===== config.mk =====
export PLATFORM = sky130hd
export DESIGN_NAME = or_gate
export DESIGN_NICKNAME = d
export VERILOG_FILES = /design/src/rtl/or_gate_pkg.sv /design/src/rtl/or_reg.sv /design/src/rtl/or_gate.sv
export SDC_FILE = /design/constraint.sdc
export NUM_CORES = 1
export LEC_CHECK = 0
export ABC_AREA = 1
export CAP_MARGIN = 20
export CELL_PAD_IN_SITES_DETAIL_PLACEMENT = 1
export CELL_PAD_IN_SITES_GLOBAL_PLACEMENT = 1
export CORE_AREA = 5 5 42 44
export CTS_BUF_LIST = sky130_fd_sc_hd__clkbuf_16
export DETAILED_ROUTE_END_ITERATION = 8
export DIE_AREA = 0 0 47 49
export GPL_TIMING_DRIVEN = 0
export PLACE_DENSITY_LB_ADDON = 0.25
export SYNTH_ARGS = -nofsm -noshare
export SYNTH_HDL_FRONTEND = slang
export SYNTH_SLANG_ARGS = --single-unit

===== constraint.sdc =====
create_clock -name clk -period 1.37 [get_ports clk]
set_input_delay 0.3425 -clock clk [delete_from_list [all_inputs] [get_ports clk]]
set_output_delay 0.3425 -clock clk [all_outputs]
set_load 0.01 [all_outputs]

===== src/rtl/or_gate_pkg.sv =====
// Shared constants, flag bundle type and popcount helper for the four-input OR stage.
package or_gate_pkg;

  localparam int OR_NUM_INPUTS = 4;
  localparam int OR_CNT_W      = 3;

  // Per-operand nonzero flags travel together with their population count.
  typedef struct packed {
    logic [OR_NUM_INPUTS-1:0] src;
    logic [OR_CNT_W-1:0]      cnt;
  } or_flags_t;

  // Number of set bits in a 4-bit flag vector, 0..4.
  function automatic logic [OR_CNT_W-1:0] popcount4(input logic [3:0] v);
    logic [OR_CNT_W-1:0] n_s;
    n_s = 3'd0;
    for (int i = 0; i < OR_NUM_INPUTS; i++) begin
      n_s = n_s + {2'b00, v[i]};
    end
    return n_s;
  endfunction

endpackage


===== src/rtl/or_reg.sv =====
// WIDTH-bit D register with asynchronous active-low clear; captures every cycle.
module or_reg #(
  parameter int WIDTH = 1
) (
  input  logic             clk,
  input  logic             reset_n,
  input  logic [WIDTH-1:0] d,
  output logic [WIDTH-1:0] q
);

  // Capture d each rising edge; clear at once whenever reset_n goes low.
  always_ff @(posedge clk or negedge reset_n) begin
    if (!reset_n) begin
      q <= {WIDTH{1'b0}};
    end else begin
      q <= d;
    end
  end

endmodule


===== src/rtl/or_gate.sv =====
// Four-input bitwise OR with combinational and registered result, plus
// registered per-operand contribution flags and their count.
module or_gate
  import or_gate_pkg::*;
#(
  parameter int WIDTH = 1
) (
  input  logic             clk,
  input  logic             reset_n,
  input  logic [WIDTH-1:0] a,
  input  logic [WIDTH-1:0] b,
  input  logic [WIDTH-1:0] c,
  input  logic [WIDTH-1:0] d,
  output logic [WIDTH-1:0] result_comb,
  output logic [WIDTH-1:0] result,
  output logic [3:0]       src,
  output logic [2:0]       active_cnt
);

  logic [WIDTH-1:0] or_next_s;
  or_flags_t        flags_next_s;
  or_flags_t        flags_r;

  // Next-state OR value, per-operand nonzero flags and their count.
  always_comb begin
    or_next_s        = a | b | c | d;
    flags_next_s.src = {(|d), (|c), (|b), (|a)};
    flags_next_s.cnt = popcount4(flags_next_s.src);
  end

  // The combinational view is never gated by clock or reset.
  assign result_comb = or_next_s;

  or_reg #(
    .WIDTH (WIDTH)
  ) u_result_reg (
    .clk     (clk),
    .reset_n (reset_n),
    .d       (or_next_s),
    .q       (result)
  );

  or_reg #(
    .WIDTH ($bits(or_flags_t))
  ) u_flags_reg (
    .clk     (clk),
    .reset_n (reset_n),
    .d       (flags_next_s),
    .q       (flags_r)
  );

  assign src        = flags_r.src;
  assign active_cnt = flags_r.cnt;

endmodule


* Word level (Yosys, flattened, before mapping)
Cells that the tools add are included.
** Operators by class
- Add/sub/neg operators :: 3
- Bitwise operators :: 3
** Operators with widths (count)
- $add A3 B1 Y3 :: 2
- $or A1 B1 Y1 :: 3
- $add A1 B1 Y2 :: 1
** Storage, ports and cells
- Register bits :: 8
- Word-level logic and storage cells :: 8
- Output and inout bits :: 9
- Input port bits :: 6

* Logic depth before layout (Yosys ltp)
- Depth after elaboration :: 3
- Depth in mapped cells :: 4

* Modules after synthesis
A second synthesis with hierarchy kept.
** Unflattened totals
- Cells, all modules :: 17
- Area total of the unflattened synthesis :: 277.8 µm²
** Modules (own cells, without submodules)
- or_reg (u_flags_reg) :: seq. area each 175.2 µm², times used 1, cells each 7, area an instance 175.2 µm²
- or_gate :: seq. area each 0.0 µm², times used 1, cells each 9, area an instance 77.6 µm²
- or_reg (u_result_reg) :: seq. area each 25.0 µm², times used 1, cells each 1, area an instance 25.0 µm²

* Worst setup path before layout
Ideal clock, no wire load.
- Path kind :: input-to-reg
- Start point :: in a
- End point :: reg u_flags_reg.q[1]
- Buffers on the path :: 0
- Path slack :: -28 ps
- Setup time :: 126 ps
- Stages :: 4
- Arrival time :: 1272 ps
- Cell sequence :: inv_1 ha_1 fa_1 ha_1
** RTL lines
- start, declared :: RTL line or_gate.sv:10 : input logic [WIDTH-1:0] a,
- end signal, assigned :: RTL line or_reg.sv:14 : q <= {WIDTH{1'b0}};
- end, declared :: RTL line or_reg.sv:8 : output logic [WIDTH-1:0] q

==> impl_metrics.xml <==
<?xml version="1.0" encoding="UTF-8"?>
<metrics>
  <group name="placement">
    <metric name="place_inst" unit="">46</metric>
    <metric name="placement.io_buffers" unit="">14</metric>
    <metric name="pre_cts_ws" unit="ns">-0.703</metric>
    <metric name="gp_routability_congestion" unit="">0.670</metric>
    <metric name="placed_cell_area" unit="µm²">435</metric>
  </group>
  <group name="worst_setup_path">
    <metric name="timing.critical_path.slowest_cell_delay" unit="ns">0.34</metric>
    <metric name="timing_worst_setup_path_type" unit="">primary input to register</metric>
    <metric name="path_max_fanout" unit="">3</metric>
    <metric name="crit_path_start" unit="">b</metric>
    <metric name="critPathLaunchType" unit="">primary input</metric>
    <metric name="arrival" unit="ns">1.44</metric>
    <metric name="path_buf_inv" unit="">2</metric>
    <metric name="timing.critical_path.slowest_stage_cell" unit="">sky130_fd_sc_hd__fa_2</metric>
    <metric name="cell_breakdown_of_the_critical_path" unit="">clkdlybuf4s15_2 -&gt; inv_2 -&gt; ha_4 -&gt; fa_2 -&gt; ha_1</metric>
    <metric name="cp-end-kind" unit="">register</metric>
    <metric name="worstPathRequired" unit="ns">1.48</metric>
    <metric name="critical_path.top_delay_family" unit="">adder cells</metric>
  </group>
  <group name="sta">
    <metric name="slew_headroom" unit="%">75.4</metric>
    <metric name="report.final.hold_viol_count" unit="">0</metric>
    <metric name="post-route-worst-setup-slack" unit="ns">0.0408</metric>
    <metric name="timing.final.setup_violations" unit="">0</metric>
    <metric name="post-route-min-period" unit="ns">1.33</metric>
    <metric name="unrepaired_setup_endpoints_after_global_routing" unit="">false</metric>
    <metric name="finalMaxSlewViolations" unit="">0</metric>
    <metric name="finalCritPeriodShare" unit="%">97.0</metric>
    <metric name="max_freq" unit="GHz">0.752</metric>
    <metric name="timing_worst_slew_pin_value" unit="ns">0.368</metric>
  </group>
  <group name="floorplanning">
    <metric name="die_width" unit="µm">47</metric>
    <metric name="die_y" unit="µm">49</metric>
    <metric name="core" unit="mm²">0.00140</metric>
    <metric name="floorplan.die_area" unit="mm²">0.00230</metric>
    <metric name="rows" unit="">14</metric>
    <metric name="initial_utilization" unit="%">19.5</metric>
    <metric name="io_pins" unit="">15</metric>
  </group>
  <group name="global_routing">
    <metric name="grt-ovfl-total" unit="">0</metric>
    <metric name="global_route.usage.total" unit="%">6.48</metric>
    <metric name="first_global_vias" unit="">213</metric>
    <metric name="grt_pass1_wl" unit="µm">938</metric>
    <metric name="antenna_violations_before_repair" unit="">0</metric>
    <metric name="largest_net_degree_at_the_start_of_global_routing" unit="">9</metric>
  </group>
  <group name="hold_path">
    <metric name="hold_class" unit="">primary input to register</metric>
    <metric name="timing.hold.worst.start" unit="">b</metric>
  </group>
  <group name="cts">
    <metric name="clk_root_buffer_cell" unit="">sky130_fd_sc_hd__clkbuf_16</metric>
    <metric name="worst_setup_hold_path_clk_slew" unit="ns">0.04</metric>
    <metric name="cts-hold-fix-buffers" unit="">0</metric>
    <metric name="cts_tree" unit="">built</metric>
    <metric name="post-cts-setup-buffer-count" unit="">0</metric>
    <metric name="cts_made_buffers" unit="">3</metric>
    <metric name="deepest_clock_path_buffer_count" unit="">2</metric>
    <metric name="htree_levels" unit="">1</metric>
    <metric name="sink_count" unit="">8</metric>
  </group>
  <group name="run">
    <metric name="max_cap_viol_count" unit="">0</metric>
  </group>
  <group name="route">
    <metric name="post-route-drc-count" unit="">0</metric>
    <metric name="antenna_violating_nets_post_route" unit="">0</metric>
    <metric name="route.met2.wl" unit="µm">244</metric>
    <metric name="wl" unit="µm">579</metric>
    <metric name="maxUsedRoutingLayer" unit="">met4</metric>
    <metric name="met3_wirelength" unit="µm">108</metric>
    <metric name="detailroute.via_count" unit="">185</metric>
    <metric name="detail_route.iter0.violations" unit="">0</metric>
    <metric name="avgRoutedWirePerCell" unit="µm">11.8</metric>
    <metric name="drtPass1Iterations" unit="">1</metric>
    <metric name="routedLengthMet1" unit="µm">219</metric>
    <metric name="avg_vias_per_cell" unit="">3.78</metric>
  </group>
  <group name="layout">
    <metric name="finish.instance_area" unit="µm²">508</metric>
    <metric name="insertedDiodeCount" unit="">0</metric>
    <metric name="area_delta_synth_final" unit="%">86.2</metric>
    <metric name="layout.nets" unit="">45</metric>
    <metric name="fraction_of_final_layout_cells_sized_beyond_drive_strength_1" unit="%">30.3</metric>
    <metric name="final-instance-count-excl-fill" unit="">49</metric>
    <metric name="final_core_utilization" unit="%">36.3</metric>
  </group>
  <group name="logic_synthesis">
    <metric name="mappedNetlistNets" unit="">26</metric>
    <metric name="postSynthRegisterBits" unit="">8</metric>
    <metric name="syn_area_per_cell" unit="µm²">17.0</metric>
    <metric name="syn_inst" unit="">16</metric>
    <metric name="synthSimpleGateAreaFrac" unit="%">2.75</metric>
    <metric name="synth_top_family_by_area" unit="">adder cells</metric>
    <metric name="synth_mux_area_share" unit="%">0</metric>
    <metric name="synth.yosys.seq_area_share" unit="%">73.4</metric>
    <metric name="synth_warnings" unit="">0</metric>
    <metric name="share_of_the_synthesized_area_in_compound_gates_ao_oa_aoi_oai" unit="%">0</metric>
    <metric name="synth_cell_type_count" unit="">6</metric>
    <metric name="synth_xor_area_share" unit="%">0</metric>
    <metric name="mappedNetlistArea" unit="µm²">273</metric>
    <metric name="yosys.area_share.adder" unit="%">21.1</metric>
  </group>
  <group name="power_and_ir_drop">
    <metric name="power.density" unit="mW/mm²">1620</metric>
    <metric name="power.leakage" unit="nW">0.239</metric>
    <metric name="fin_total_pwr" unit="mW">0.821</metric>
    <metric name="vdd_drop_max" unit="V">0.000670</metric>
  </group>
  <group name="outcome">
    <metric name="status" unit="">complete, no violations</metric>
  </group>
</metrics>
==> power breakdown <==
part	leakage, nW	internal, mW	total [mW]	switching [mW]
clock network	0.0370	0.376	0.484	0.108
registers	0.0925	0.256	0.261	0.00446
logic	0.110	0.0383	0.0763	0.0380
total	0.239	0.670	0.821	0.151
==> cells in the final DEF (no fill, tap or decap) <==
cell	n
sky130_fd_sc_hd__dlygate4sd2_1	10
sky130_fd_sc_hd__dfrtp_1	8
sky130_fd_sc_hd__clkbuf_16	3
sky130_fd_sc_hd__inv_2	2
sky130_fd_sc_hd__ha_1	2
sky130_fd_sc_hd__clkdlybuf4s15_2	2
sky130_fd_sc_hd__nor2_1	1
sky130_fd_sc_hd__nand2_1	1
sky130_fd_sc_hd__fa_2	1
sky130_fd_sc_hd__ha_4	1
sky130_fd_sc_hd__clkdlybuf4s50_1	1
sky130_fd_sc_hd__buf_2	1
==> state kept, by name, summed over array words and instances (netlist names) <==
signal	count
u_flags_reg.q	7
u_result_reg.q	1
==> cells in the mapped netlist <==
cell | instances | area [µm²]
sky130_fd_sc_hd__dfrtp_1 | 8 | 200
sky130_fd_sc_hd__fa_1 | 1 | 20.0
sky130_fd_sc_hd__inv_1 | 2 | 7.51
sky130_fd_sc_hd__nand2_1 | 1 | 3.75
sky130_fd_sc_hd__nor2_1 | 1 | 3.75
sky130_fd_sc_hd__ha_1 | 3 | 37.5
==> path summary, 6_finish.rpt <==
path	endpoint	slack, ns	depth (start not counted)
max in group asynchronous	u_flags_reg.q[4]$_DFF_PN0_	0.71	1
hold / removal	u_flags_reg.q[4]$_DFF_PN0_	0.36	1
min in group asynchronous	u_flags_reg.q[5]$_DFF_PN0_	0.40	1
setup / recovery	u_flags_reg.q[1]$_DFF_PN0_	0.04	5
==> timing repair <==
item / 4_1_cts / 5_1_grt
gates resized for setup: 21 / 2
pin swaps: 2 / 0
hold endpoints to repair: 0 / 0
endpoints found under the setup margin: 12 / 1
==> routing by layer <==
metal  vias to the layer above  track usage [%]
met2                        13             8.37
met5                         -                0
met4                         0             6.91
met3                         2             4.43
met1                        88             6.14
li1                         82                -
==> cells by family after synthesis <==
logic type               count (synthesis)
flip-flops                               8
adder cells (fa/ha/maj)                  4
buffers and inverters                    2
AND/OR/NAND/NOR                          2
==> stage by stage <==
step / setup TNS, ns / hold WS (ns)
3_3_place_gp: -2.14 / 0.637
4_1_cts: 0 / 0.344
3_5_place_dp: -2.25 / 0.647
2_1_floorplan: 0 / 0.0469
5_1_grt: 0 / 0.357
6_report: 0 / 0.358
==> cell type report <==
class | count | area (µm²)
Fill cell | 156 | 893
Sequential cell | 8 | 200
Timing Repair Buffer | 14 | 125
Multi-Input combinational cell | 6 | 80.1
Clock buffer | 3 | 75.1
Tap cell | 16 | 20.0
Inverter | 2 | 7.51
No activity file was read; power rests on OpenSTA's default activity.
